--- src/rtl/engine_dispatcher.sv ---
// engine_dispatcher: raster-sweeps a H_RES x V_RES grid, issues one GO/eDONE
// transaction per pixel to a Mandelbrot engine and writes each ItrCounter
// result to the frame RAM at y*H_RES+x.
// Ports:
//   Engine_CLK, eRST               clock, sync active-high reset
//   start, abort                   frame control levels
//   re_min, im_max, re_step,
//   im_step, max_itr               frame config, latched at frame start
//   eRegRe, eRegIm, eMaxItr, GO    engine request side
//   eDONE, ItrCounter              engine response side
//   ram_wr_en/addr/data            frame RAM write port
//   busy, frame_done               status
module engine_dispatcher #(
    parameter int H_RES  = 640,
    parameter int V_RES  = 480,
    parameter int ADDR_W = 19
) (
    input  logic              Engine_CLK,
    input  logic              eRST,
    input  logic              start,
    input  logic              abort,
    input  logic [31:0]       re_min,
    input  logic [31:0]       im_max,
    input  logic [31:0]       re_step,
    input  logic [31:0]       im_step,
    input  logic [15:0]       max_itr,
    output logic [31:0]       eRegRe,
    output logic [31:0]       eRegIm,
    output logic [15:0]       eMaxItr,
    output logic              GO,
    input  logic              eDONE,
    input  logic [15:0]       ItrCounter,
    output logic              ram_wr_en,
    output logic [ADDR_W-1:0] ram_wr_addr,
    output logic [15:0]       ram_wr_data,
    output logic              busy,
    output logic              frame_done
);

    localparam int XW = (H_RES > 1) ? $clog2(H_RES) : 1;
    localparam int YW = (V_RES > 1) ? $clog2(V_RES) : 1;
    localparam logic [XW-1:0] X_LAST = XW'(H_RES - 1);
    localparam logic [YW-1:0] Y_LAST = YW'(V_RES - 1);

    typedef enum logic [2:0] {
        S_IDLE,
        S_LOAD,
        S_WAIT_IDLE,
        S_ISSUE,
        S_WAIT_DONE,
        S_RELEASE,
        S_ADVANCE,
        S_ABORT
    } state_t;

    state_t            state_q, state_d;
    logic [XW-1:0]     x_q, x_d;
    logic [YW-1:0]     y_q, y_d;
    logic [ADDR_W-1:0] addr_q, addr_d;
    logic [31:0]       re_q, re_d;
    logic [31:0]       im_q, im_d;
    logic [15:0]       mitr_q, mitr_d;
    logic [31:0]       re_min_q, re_min_d;
    logic [31:0]       re_step_q, re_step_d;
    logic [31:0]       im_step_q, im_step_d;
    logic              go_q, go_d;
    logic              wr_en_q, wr_en_d;
    logic [ADDR_W-1:0] wr_addr_q, wr_addr_d;
    logic [15:0]       wr_data_q, wr_data_d;
    logic              fdone_q, fdone_d;

    always_comb begin
        state_d   = state_q;
        x_d       = x_q;
        y_d       = y_q;
        addr_d    = addr_q;
        re_d      = re_q;
        im_d      = im_q;
        mitr_d    = mitr_q;
        re_min_d  = re_min_q;
        re_step_d = re_step_q;
        im_step_d = im_step_q;
        go_d      = go_q;
        wr_en_d   = 1'b0;
        wr_addr_d = wr_addr_q;
        wr_data_d = wr_data_q;
        fdone_d   = 1'b0;

        unique case (state_q)
            S_IDLE: begin
                if (start) state_d = S_LOAD;
            end
            S_LOAD: begin
                re_min_d  = re_min;
                re_step_d = re_step;
                im_step_d = im_step;
                mitr_d    = max_itr;
                re_d      = re_min;
                im_d      = im_max;
                x_d       = '0;
                y_d       = '0;
                addr_d    = '0;
                state_d   = S_WAIT_IDLE;
            end
            S_WAIT_IDLE: begin
                // Refuse to start while a stale DONE is still up
                go_d = 1'b0;
                if (!eDONE) state_d = S_ISSUE;
            end
            S_ISSUE: begin
                go_d    = 1'b1;
                state_d = S_WAIT_DONE;
            end
            S_WAIT_DONE: begin
                if (eDONE) begin
                    wr_en_d   = 1'b1;
                    wr_addr_d = addr_q;
                    wr_data_d = ItrCounter;
                    go_d      = 1'b0;
                    state_d   = S_RELEASE;
                end
            end
            S_RELEASE: begin
                if (!eDONE) state_d = S_ADVANCE;
            end
            S_ADVANCE: begin
                if (x_q == X_LAST && y_q == Y_LAST) begin
                    fdone_d = 1'b1;
                    state_d = S_IDLE;
                end else begin
                    if (x_q == X_LAST) begin
                        x_d  = '0;
                        y_d  = y_q + YW'(1);
                        re_d = re_min_q;
                        im_d = im_q - im_step_q;
                    end else begin
                        x_d  = x_q + XW'(1);
                        re_d = re_q + re_step_q;
                    end
                    addr_d  = addr_q + ADDR_W'(1);
                    state_d = S_ISSUE;
                end
            end
            S_ABORT: begin
                go_d = 1'b0;
                if (!eDONE) state_d = S_IDLE;
            end
            default: state_d = S_IDLE;
        endcase

        // Abort wins over everything, including a DONE seen this cycle
        if (abort && state_q != S_IDLE && state_q != S_ABORT) begin
            state_d   = S_ABORT;
            go_d      = 1'b0;
            wr_en_d   = 1'b0;
            wr_addr_d = wr_addr_q;
            wr_data_d = wr_data_q;
            fdone_d   = 1'b0;
        end
    end

    always_ff @(posedge Engine_CLK) begin
        if (eRST) begin
            state_q   <= S_IDLE;
            x_q       <= '0;
            y_q       <= '0;
            addr_q    <= '0;
            re_q      <= '0;
            im_q      <= '0;
            mitr_q    <= '0;
            re_min_q  <= '0;
            re_step_q <= '0;
            im_step_q <= '0;
            go_q      <= 1'b0;
            wr_en_q   <= 1'b0;
            wr_addr_q <= '0;
            wr_data_q <= '0;
            fdone_q   <= 1'b0;
        end else begin
            state_q   <= state_d;
            x_q       <= x_d;
            y_q       <= y_d;
            addr_q    <= addr_d;
            re_q      <= re_d;
            im_q      <= im_d;
            mitr_q    <= mitr_d;
            re_min_q  <= re_min_d;
            re_step_q <= re_step_d;
            im_step_q <= im_step_d;
            go_q      <= go_d;
            wr_en_q   <= wr_en_d;
            wr_addr_q <= wr_addr_d;
            wr_data_q <= wr_data_d;
            fdone_q   <= fdone_d;
        end
    end

    assign eRegRe      = re_q;
    assign eRegIm      = im_q;
    assign eMaxItr     = mitr_q;
    assign GO          = go_q;
    assign ram_wr_en   = wr_en_q;
    assign ram_wr_addr = wr_addr_q;
    assign ram_wr_data = wr_data_q;
    assign frame_done  = fdone_q;
    assign busy        = (state_q != S_IDLE);

endmodule

--- config.mk ---
export PLATFORM = sky130hd
export DESIGN_NAME = engine_dispatcher
export DESIGN_NICKNAME = d
export VERILOG_FILES = /design/src/rtl/engine_dispatcher.sv
export SDC_FILE = /design/constraint.sdc
export NUM_CORES = 1
export LEC_CHECK = 0
export CAP_MARGIN = 20
export CORE_UTILIZATION = 45
export CTS_CLUSTER_DIAMETER = 80
export DETAILED_ROUTE_END_ITERATION = 8
export GPL_ROUTABILITY_DRIVEN = 1
export PLACE_DENSITY = 0.78
export RECOVER_POWER = 25
export REMOVE_ABC_BUFFERS = 1
export SYNTH_ARGS = -nofsm -noshare
export SYNTH_HDL_FRONTEND = slang
export SYNTH_SLANG_ARGS = --single-unit
--- constraint.sdc ---
create_clock -name Engine_CLK -period 3.65 [get_ports Engine_CLK]
set_input_delay 0.73 -clock Engine_CLK [delete_from_list [all_inputs] [get_ports Engine_CLK]]
set_output_delay 0.73 -clock Engine_CLK [all_outputs]
set_load 0.1 [all_outputs]
# Yosys cells after proc, flatten, opt, wreduce, memory -nomap -nowiden
# Cells that the tools add are included.
[op_classes] muxes=26 addsub=5 bitwise_logic=3 eq_ne=18 reduce_logical=16
[op_table] operator="$mux W32" count=4
[op_table] operator="$pmux W32 S2" count=2
[op_table] operator="$pmux W19 S2" count=1
[op_table] operator="$add A32 B32 Y32" count=1
[op_table] operator="$sub A32 B32 Y32" count=1
[op_table] operator="$pmux W3 S8" count=1
[op_table] operator="$mux W10" count=2
[op_table] operator="$pmux W10 S2" count=1
[op_table] operator="$add A19 B1 Y19 const B" count=1
[op_table] operator="$mux W19" count=1
[op_table] operator="$mux W3" count=6
[op_table] operator="$mux W9" count=2
[op_table] operator="$ne A3 B3 Y1 const B" count=6
[op_table] operator="$pmux W9 S2" count=1
[op_table] operator="$eq A3 B3 Y1 const B" count=4
[op_table] operator="$add A10 B1 Y10 const B" count=1
[op_table] operator="$eq A10 B10 Y1 const B" count=1
[op_table] operator="$add A9 B1 Y9 const B" count=1
[op_table] operator="$eq A9 B9 Y1 const B" count=1
[op_table] operator="$eq A3 B2 Y1 const B" count=2
[op_table] operator="$ne A2 B2 Y1 const B" count=3
[op_table] operator="$reduce_and A3 Y1" count=2
[op_table] operator="$reduce_bool A3 Y1" count=2
[op_table] operator="$reduce_or A3 Y1" count=2
[op_table] operator="11 further kinds" count=19
[totals] in_bits=165 register_bits=255 out_inout_bits=119 word_cells=83

# Logic depth before layout (Yosys ltp)
# Gate-level depths: netlist of the first run.
[depth] ltp_word=5 mapped_depth=12 mapped_depth_nobuf=12

# Worst setup path after synthesis of the first run
# Ideal clock, no wire load.
[synth_timing] kind="register to register" start="register im_q[0], in the netlist eRegIm[0]" end="register im_q[28], in the netlist eRegIm[28]" path_buffers=0 synth_period_minus_slack_ns=3.533 setup_ns=0.101 path_slack_ns=0.117 t_required_ns=3.549 t_arrival_ns=3.432 stages_incl_launch_ff=13 path_cell_list="dfxtp_1 -> inv_1 -> ha_1 -> fa_1 -> and2b_1 -> o211ai_1 -> a211oi_1 -> o211ai_1 -> o21ba_2 -> o21ai_2 -> a31oi_1 -> xor2_1 -> o41ai_1"
[synth_via] elab_chain_len=4
[synth_lines] element="from (decl)" line_no="61" source="logic [31:0] im_q, im_d;"
[synth_lines] element="from (signal assigned)" line_no="185" source="im_q <= im_d;"
[synth_lines] element="$sub A32 B32 Y32" line_no="135" source="im_d = im_q - im_step_q;"
[synth_lines] element="$mux W32" line_no="131" source="if (x_q == X_LAST) begin"
[synth_lines] element="$mux W32" line_no="127" source="if (x_q == X_LAST && y_q == Y_LAST) begin"
[synth_lines] element="$pmux W32 S2" line_no="89" source="unique case (state_q)"
# Every way passes these cells. The select of a mux whose other input is x is not followed.
# A chain may end at the register's enable or synchronous reset.

# Final worst setup path of the first run
# Ends and elaborated chain as after synthesis.

==> results of run 1 <==
[state kept, by name (all words and copies together), names as in the netlist, 19 cells and up]
register	flops
addr_q	19
eRegRe	32
ram_wr_addr	19
im_step_q	32
re_step_q	32
eRegIm	32
re_min_q	32
[area by class of cell]
cell class / count / area share
diodes: 1 / 0.000143
repair buffers: 311 / 0.172
clock buffers: 43 / 0.0497
clock inverters: 6 / 0.00473
inverters: 50 / 0.0107
flip-flops and latches: 255 / 0.292
multi-input cells: 1353 / 0.443
well taps: 384 / 0.0275
[cell usage after synthesis, types with 8 or more instances]
cell type / number / area share
o22ai_1: 10 / 0.0047
a21oi_1: 254 / 0.095
dfxtp_1: 255 / 0.38
nand2_1: 430 / 0.12
nand3_1: 41 / 0.015
clkbuf_1: 96 / 0.027
a221oi_1: 8 / 0.0052
a21o_1: 25 / 0.014
inv_1: 50 / 0.014
a211oi_1: 18 / 0.010
and2_1: 10 / 0.0047
nor3_1: 27 / 0.010
nand4_1: 17 / 0.0079
o211a_1: 8 / 0.0060
and3_1: 15 / 0.0070
a31oi_1: 15 / 0.0070
and4_1: 11 / 0.0072
nor2_1: 106 / 0.030
a311oi_1: 15 / 0.0098
o211ai_1: 35 / 0.020
nor2b_1: 15 / 0.0070
nand2b_1: 11 / 0.0051
xnor2_1: 32 / 0.021
o21ai_0: 47 / 0.018
xor2_1: 47 / 0.031
or3_1: 8 / 0.0037
ha_1: 65 / 0.061
[worst max-delay path, cell delays in order (launching register included)]
cell	delay (ps)
dfxtp_1	340
inv_1	60
ha_1	220
fa_1	390
and2b_1	250
o211ai_1	150
a211oi_1	440
o211ai_1	360
o21ba_2	330
o21ai_2	210
a31oi_1	130
xor2_1	150
o41ai_1	230
[where the power goes]
part	switching [W]	internal [W]
logic	0.00313	0.00154
clock network	0.00115	0.00176
registers	0.000228	0.00308
total	0.00451	0.00639
[metrics by stage]
stage               instances  instance area [um2]  utilization
floorplan                1658                13000            -
global placement         2353                16600        0.571
detailed placement       2353                16600        0.571
CTS                      2402                17500        0.604
global route             2403                17500        0.602
finish                   2403                17500        0.602
[per-layer routing]
layer  vias to the layer above  global-route usage  wire length (um)
met5                         -                   0                 0
li1                       6600                   -                 -
met3                        86              0.0440              2470
met1                      6359               0.338             17700
met2                       444               0.424             18800
met4                         0              0.0996              1470
[how the worst min path moves through the flow]
stage                          startpoint              end  slack [ps]  cells after the start
final                     ram_wr_addr[13]  ram_wr_addr[13]         450                      2
after global routing      ram_wr_addr[18]  ram_wr_addr[18]         460                      2
after CTS                 ram_wr_addr[13]  ram_wr_addr[13]         450                      2
after detailed placement  ram_wr_addr[13]  ram_wr_addr[13]         450                      2
after global placement         eMaxItr[8]       eMaxItr[8]         440                      2
after floorplan              re_min_q[22]     re_min_q[22]         430                      2
[cells by family after synthesis]
kind of cell / Yosys count / share of synthesized area
xor gates and xnor gates: 79 / 0.0515
buffers and inverters: 160 / 0.0457
adders and majority gates: 67 / 0.0635
muxes: 5 / 0.00382
AOI/OAI and AO/OA: 484 / 0.220
DFF: 255 / 0.380
and+or+nand+nor: 718 / 0.235
==> reports/results.ini, run 1 <==
[status]
status = complete, but fails checks
violations = capacitance limit, slew limit

[clock_tree]
cts-root-buf = clkbuf_16
h-tree-depth = 1
clock_latency_ps = 540
postCtsSetupBuffers = 0
cts.clk_slew.worst_paths_ps = 60
cts_buffers = 28
cts_tree = yes
clock_path_buffers = 3
cts_sinks = 255
cts_resized = 0
cts_hold_repair.buffers = 0

[floorplan]
row_count = 62
die_width_um = 175
start_util = 0.463
dieArea_um2 = 30500
die-height_um = 175
ios = 284
core_area_um2 = 29000

[worst_setup_path]
startpoint_type = register
r2r_cells = 12
critPathMaxFanout = 6
critPathCaptureType = register
crit_start = eRegIm[0]
crit_required_ps = 4080
r2r_slack_ps = 290
arrival_ps = 3790
path_class = register to register
r2r_end = eRegIm[28]
r2r-start = eRegIm[0]
crit_end = eRegIm[28]

[final_layout]
area_growth_pct = 30.1
regArea_um2 = 5100
fill_cells = 2628
multiInputGateArea_um2 = 7740
drive_gt1_frac = 0.0466
final_nets = 2231
layout_commonest_cell = nand2_1
mostFrequentLayoutCells = 429 x nand2_1, 276 x clkdlybuf4s50_1, 255 x dfxtp_1, 254 x a21oi_1, 104 x nor2_1

[global_route]
grt_pass1_vias = 12800
antenna_found_initial = 1
grt_usage = 0.258
grt.overflow.total = 0
grt_max_degree = 94
grt_pass1_wl_um = 65300

[synth]
yosys_register_bits = 255
synthArstFlopShare = 0
ys_seq_area_frac = 0.380
syn_avg_cell_area_um2 = 7.60
synthDistinctLibCells = 71
synth_cells = 1768
yosys_warnings = 0
synth_edf_count = 0
synth_flop_cell = dfxtp_1
synthesis.area_um2 = 13400

[routing]
routed_wl_um = 40500
drtPass1Iterations = 5
vias = 13500
ant_nets = 0
via_per_inst = 5.61
drt_iter0_markers = 986
wire_per_inst_um = 16.8
drc = 0

[power]
powerDensity_nw_per_um2 = 624
total_power_w = 0.0109
peakVddDrop_mv = 0.375
leakage_nw = 6.68

[run]
drv_cap = 1

[sta]
slew_headroom = -0.0157
period_share = 0.921
fmax_mhz = 297
whs_ps = 451
worstMarginPinSlew_ps = 1520
period_needed_ps = 3360
setup_violations = 0
skew_ps = 11.4
slew_violations = 74
fin_ws_ps = 287
grt_setup_unrepaired = false
setup_tns_ps = 0
hold_viol = 0

[placement]
numPortBuffers = 283
gp_congestion = 0.913
dp_slack_ps = 414
dp_hpwl_um = 28600

[min_path]
hp-class = register to register

Power figures use the tool's default switching activity.
==> inputs of run 2 (changes only) <==
- CORE_ASPECT_RATIO: unset -> 1.5
- CORE_MARGIN: unset -> 2
==> run 2 against run 1 <==
  * The flow still finishes with violations (capacitance limit, slew limit)
  * Highest routed layer is now met5
  * Setup slack improved by 200 ps
  * Clock skew increased by 11 ps
  * Hold slack got worse by 0.59 ps
  * Clock power decreased by 6%
==> reports/results.ini, run 2 (synthesized netlist as in run 1, its figures left out) <==
[global_route]
grt_pass1_vias = 13000  ; was 12,800
met3_usage = 0.0347  ; was 0.0440
grt.overflow.total = 0  ; unchanged
antenna_found_initial = 2  ; was 1
grt_usage = 0.245  ; was 0.258
grt_max_degree = 166  ; was 94
use_met1 = 0.280  ; was 0.338
grt_pass1_wl_um = 64100  ; was 65,300 um
gr-usage-met2 = 0.450  ; was 0.424
busiest_layer = met2  ; unchanged

[worst_setup_path]
arrival_ps = 3610  ; was 3790 ps
path_class = register to register  ; unchanged
slowest_delay_ps = 390  ; was 440 ps
critPathCaptureType = register  ; unchanged
startpoint_type = register  ; unchanged
cp_cell_sequence = inv_1, ha_1, fa_1, and2b_1, o211ai_1, a211oi_1, o211ai_1, o21ba_2, o21ai_2, a31oi_1, xor2_1, o41ai_1  ; unchanged
crit_required_ps = 4100  ; was 4080 ps
crit_top_cell = o211ai_1  ; unchanged
critPathMaxFanout = 6  ; unchanged
cp_slowest_cell = fa_1  ; was a211oi_1

[floorplan]
row_count = 77  ; was 62
ios = 284  ; unchanged
start_util = 0.457  ; was 0.463
core_area_um2 = 29400  ; was 29,000 um2
die-height_um = 216  ; was 175 um
dieArea_um2 = 31300  ; was 30,500 um2
die_width_um = 145  ; was 175 um

[final_layout]
fill_cells = 2678  ; was 2,628
final_nets = 2223  ; was 2,231
layout_commonest_cell = nand2_1  ; unchanged
area_growth_pct = 29.4  ; was 30.1%
drive_gt1_frac = 0.0414  ; was 0.0466
mostFrequentLayoutCells = 429 x nand2_1, 272 x clkdlybuf4s50_1, 255 x dfxtp_1, 254 x a21oi_1, 104 x nor2_1  ; was 429 x nand2_1, 276 x clkdlybuf4s50_1, 255 x dfxtp_1, 254 x a21oi_1, 104 x nor2_1
finalInstanceArea_um2 = 17400  ; was 17,500 um2
final_cells = 2402  ; was 2,403

[power]
powerDensity_nw_per_um2 = 611  ; was 624 nW/um2
leakage_nw = 6.61  ; was 6.68 nW
peakVddDrop_mv = 0.397  ; was 0.375 mV

[clock_tree]
h-tree-depth = 1  ; unchanged
cts_sinks = 255  ; unchanged
clock_path_buffers = 3  ; unchanged
cts_hold_repair.buffers = 0  ; unchanged
postCtsSetupBuffers = 0  ; unchanged
cts_buffers = 26  ; was 28
cts-root-buf = clkbuf_16  ; unchanged
cts_resized = 0  ; unchanged
clock_latency_ps = 560  ; was 540 ps
cts_tree = yes  ; unchanged
cts.clk_slew.worst_paths_ps = 70  ; was 60 ps

[sta]
hold_viol = 0  ; unchanged
fmax_mhz = 316  ; was 297 MHz
slew_violations = 38  ; was 74
period_needed_ps = 3160  ; was 3360 ps
fin_ws_ps = 490  ; was 287 ps
grt_setup_unrepaired = false  ; unchanged
worstMarginPinSlew_ps = 1840  ; was 1520 ps
setup_violations = 0  ; unchanged
skew_ps = 22.4  ; was 11.4 ps
period_share = 0.866  ; was 0.921
slew_headroom = -0.225  ; was -0.0157

[status]
status = complete, but fails checks  ; unchanged
violations = capacitance limit, slew limit  ; unchanged

[placement]
numPortBuffers = 283  ; unchanged
dp.cells = 2358  ; was 2,353
dp_slack_ps = 484  ; was 414 ps
gp_congestion = 0.911  ; was 0.913
dpl-instance-area_um2 = 16500  ; was 16,600 um2
dp_hpwl_um = 28100  ; was 28,600 um

[routing]
drt_iter0_markers = 737  ; was 986
drc = 0  ; unchanged
ant_nets = 0  ; unchanged
wire_per_inst_um = 16.5  ; was 16.8 um
vias = 13300  ; was 13,500
routed_wl_um = 39700  ; was 40,500 um
via_per_inst = 5.56  ; was 5.61
drtPass1Iterations = 5  ; unchanged

[run]
drv_cap = 1  ; unchanged

[min_path]
hp-class = register to register  ; unchanged

==> run 2: changes by cell type in the layout (fill, tap and decap cells not counted), sizes merged <==
cell | before | now
clkbuf | 54 | 49
buf | 24 | 20
clkdlybuf4s50 | 276 | 272
dlygate4sd3 | 0 | 2
clkinvlp | 1 | 0
==> run 2: path summary, 6_finish.rpt <==
path | end | cells after the start | from | slack (ps)
setup / recovery | eRegIm[28] | 12 | eRegIm[0] | 490
hold / removal | ram_wr_data[9] | 2 | ram_wr_data[9] | 450
setup reg to reg | eRegIm[28] | 12 | eRegIm[0] | 490
hold reg to reg | ram_wr_data[9] | 2 | ram_wr_data[9] | 450
==> run 2: layout make-up <==
type | instances | area [um2] | share of cell area
tap | 395 | 494 | 0.0284
sequential | 255 | 5100 | 0.294
clock inverter | 5 | 86.3 | 0.00497
clock buffer | 38 | 776 | 0.0447
multi-input combinational | 1353 | 7740 | 0.446
inverter | 50 | 188 | 0.0108
timing repair buffer | 305 | 2980 | 0.171
antenna | 1 | 2.50 | 0.000144
==> run 2: where the power goes <==
part,switching (W),internal (W),leakage (nW)
registers,0.000238,0.00308,2.08
clock network,0.00113,0.00160,0.426
logic,0.00304,0.00152,4.11
total,0.00441,0.00620,6.61
==> run 2: worst max-delay path: cells and delay by family (launching register included) <==
kind / cells / cell delay, ps
xor gates and xnor gates: 1 / 150
AOI/OAI and AO/OA: 7 / 1670
adders and majority gates: 2 / 600
DFF: 1 / 320
and+or+nand+nor: 1 / 250
buffers and inverters: 1 / 50
==> run 2: per-layer routing <==
metal	part of all wire	vias to the layer above
li1	-	6578
met1	0.40	6230
met2	0.50	438
met3	0.059	98
met4	0.042	2
met5	0.00030	-
==> run 2: metrics by stage <==
| stage | TNS, ps | total power (W) | utilization | hold slack (ps) |
|---|---|---|---|---|
| 3_5_place_dp | 0 | 0.00792 | 0.563 | 447 |
| 2_1_floorplan | -34170 | 0.00667 | - | 426 |
| 5_1_grt | 0 | 0.0112 | 0.591 | 471 |
| 4_1_cts | 0 | 0.0107 | 0.593 | 455 |
| 3_3_place_gp | 0 | 0.00784 | 0.563 | 441 |
| 6_report | 0 | 0.0106 | 0.591 | 451 |
==> inputs of run 3 (changes only) <==
- CORE_UTILIZATION: 45 -> 52
- PLACE_DENSITY: 0.78 -> unset
- PLACE_DENSITY_LB_ADDON: unset -> 0.25
==> run 3 against run 2 <==
  * The run still ends with capacitance limit, slew limit left
  * Sequential power about the same
  * Register-to-register slack got worse by 60 ps
  * Non-clock buffer count unchanged
  * Hold slack improved by 0.97 ps
  * Combinational power about the same
  * Clock skew decreased by 16 ps
  * Cell count down 2.2%
  * Design area is 0.17% lower
  * Critical path type unchanged
==> reports/results.ini, run 3 (synthesized netlist as in run 1, its figures left out) <==
[floorplan]
start_util = 0.525  ; was 0.457
row_count = 72  ; was 77
die_width_um = 135  ; was 145 um
ios = 284  ; unchanged
die-height_um = 201  ; was 216 um
core_area_um2 = 25600  ; was 29,400 um2
dieArea_um2 = 27200  ; was 31,300 um2

[worst_setup_path]
worst-path-buf-inv = 1  ; unchanged
r2r_end = eRegIm[28]  ; unchanged
critPathCaptureType = register  ; unchanged
path_class = register to register  ; unchanged
cp_top_family = compound AO/OA/AOI/OAI gates  ; unchanged
arrival_ps = 3650  ; was 3610 ps
crit_required_ps = 4080  ; was 4100 ps
r2r-start = eRegIm[0]  ; unchanged
crit_top_cell = o211ai_1  ; unchanged
r2r_slack_ps = 430  ; was 490 ps
cp_slowest_cell = a211oi_1  ; was fa_1
cp_cell_sequence = inv_1, ha_1, fa_1, and2b_1, o211ai_1, a211oi_1, o211ai_1, o21ba_2, o21ai_2, a31oi_1, xor2_1, o41ai_1  ; unchanged
startpoint_type = register  ; unchanged
slowest_delay_ps = 440  ; was 390 ps
critPathMaxFanout = 6  ; unchanged
crit_start = eRegIm[0]  ; unchanged
r2r_cells = 12  ; unchanged

[placement]
numPortBuffers = 283  ; unchanged
gp_congestion = 0.883  ; was 0.911
dp_hpwl_um = 27000  ; was 28,100 um

[sta]
period_needed_ps = 3220  ; was 3160 ps
setup_violations = 0  ; unchanged
slew_headroom = -0.258  ; was -0.225
grt_setup_unrepaired = false  ; unchanged
slew_violations = 41  ; was 38
whs_ps = 452  ; was 451 ps
fmax_mhz = 310  ; was 316 MHz
hold_viol = 0  ; unchanged
worstMarginPinSlew_ps = 1890  ; was 1840 ps
period_share = 0.883  ; was 0.866
skew_ps = 6.92  ; was 22.4 ps

[status]
violations = capacitance limit, slew limit  ; unchanged
status = complete, but fails checks  ; unchanged

[clock_tree]
cts_resized = 0  ; unchanged
cts_hold_repair.buffers = 0  ; unchanged
cts.clk_slew.worst_paths_ps = 60  ; was 70 ps
cts_sinks = 255  ; unchanged
cts-root-buf = clkbuf_16  ; unchanged
postCtsSetupBuffers = 0  ; unchanged
h-tree-depth = 1  ; unchanged
clock_latency_ps = 530  ; was 560 ps
cts_tree = yes  ; unchanged
cts_buffers = 26  ; unchanged
clock_path_buffers = 3  ; unchanged

[final_layout]
area_growth_pct = 29.1  ; was 29.4%
mostFrequentLayoutCells = 429 x nand2_1, 276 x clkdlybuf4s50_1, 255 x dfxtp_1, 255 x a21oi_1, 104 x nor2_1  ; was 429 x nand2_1, 272 x clkdlybuf4s50_1, 255 x dfxtp_1, 254 x a21oi_1, 104 x nor2_1
layout_commonest_cell = nand2_1  ; unchanged
final_nets = 2223  ; unchanged
fill_cells = 2182  ; was 2,678
drive_gt1_frac = 0.0438  ; was 0.0414

[routing]
wire_per_inst_um = 16.5  ; about the same
routed_wl_um = 38800  ; was 39,700 um
drc = 0  ; unchanged
drt_iter0_markers = 705  ; was 737
drtPass1Iterations = 6  ; was 5
via_per_inst = 5.70  ; was 5.56
ant_nets = 0  ; unchanged
vias = 13400  ; was 13,300

[run]
drv_cap = 1  ; unchanged

[global_route]
antenna_found_initial = 5  ; was 2
grt_max_degree = 142  ; was 166
grt_pass1_vias = 12900  ; was 13,000
grt_usage = 0.278  ; was 0.245
grt.overflow.total = 0  ; unchanged
grt_pass1_wl_um = 62800  ; was 64,100 um

[min_path]
holdPathStages = 2  ; unchanged
hold_start = im_step_q[17]  ; was ram_wr_data[9]
holdPathEnd = im_step_q[17]  ; was ram_wr_data[9]
hp-class = register to register  ; unchanged

[power]
powerDensity_nw_per_um2 = 617  ; was 611 nW/um2
total_power_w = 0.0107  ; was 0.0106 W
peakVddDrop_mv = 0.345  ; was 0.397 mV
leakage_nw = 6.65  ; was 6.61 nW

-- run 3: cell count changes in the layout (fill, tap and decap cells not counted), sizes merged --
cell,before,now
buf,20,18
bufinv,2,3
clkbuf,49,48
clkdlybuf4s50,272,276
clkinv,3,8
diode,1,4
dlygate4sd3,2,0
-- run 3: worst max path at each step --
stage / end / cells after the start
floorplan: eRegIm[31] / 6
global route: eRegIm[4] / 4
detailed placement: eRegIm[28] / 12
global placement: eRegIm[28] / 12
finish: eRegIm[28] / 12
CTS: eRegIm[28] / 12
-- run 3: through the flow --
step / worst slack [ps] / utilization / cells / setup TNS [ps] / area [um2]
finish: 427 / 0.678 / 2348 / 0 / 17300
global route: 181 / 0.678 / 2348 / 0 / 17300
CTS: 492 / 0.679 / 2344 / 0 / 17400
detailed placement: 503 / 0.643 / 2296 / 0 / 16500
global placement: 627 / 0.643 / 2296 / 0 / 16500
floorplan: -837 / - / 1658 / -34170 / 13000
-- run 3: area by class of cell --
type                       count  area (um2)  share of cell area
sequential                   255        5100               0.294
tap                          333         417              0.0240
clock buffer                  37         783              0.0452
antenna                        4        10.0            0.000577
multi-input combinational   1353        7740               0.446
clock inverter                11         134             0.00772
inverter                      50         188              0.0108
timing repair buffer         305        2970               0.171
-- run 3: power breakdown --
| part | switching (W) | total, W | leakage (nW) | internal (W) |
|---|---|---|---|---|
| Sequential | 0.000246 | 0.00333 | 2.08 | 0.00308 |
| Combinational | 0.00304 | 0.00456 | 4.11 | 0.00152 |
| Clock | 0.00112 | 0.00282 | 0.461 | 0.00170 |
-- run 3: per-layer routing --
metal	routed length (um)	share of wire	track usage
met1	15200	0.39	0.322
met2	20000	0.52	0.505
met3	2080	0.054	0.0371
met4	1460	0.038	0.118
met5	12	0.00031	0
-- run 3: tightest hold or removal path: stages (launching register included) --
cell and delay [ps]:
dfxtp_1 300, nand2_1 50, a21oi_1 50
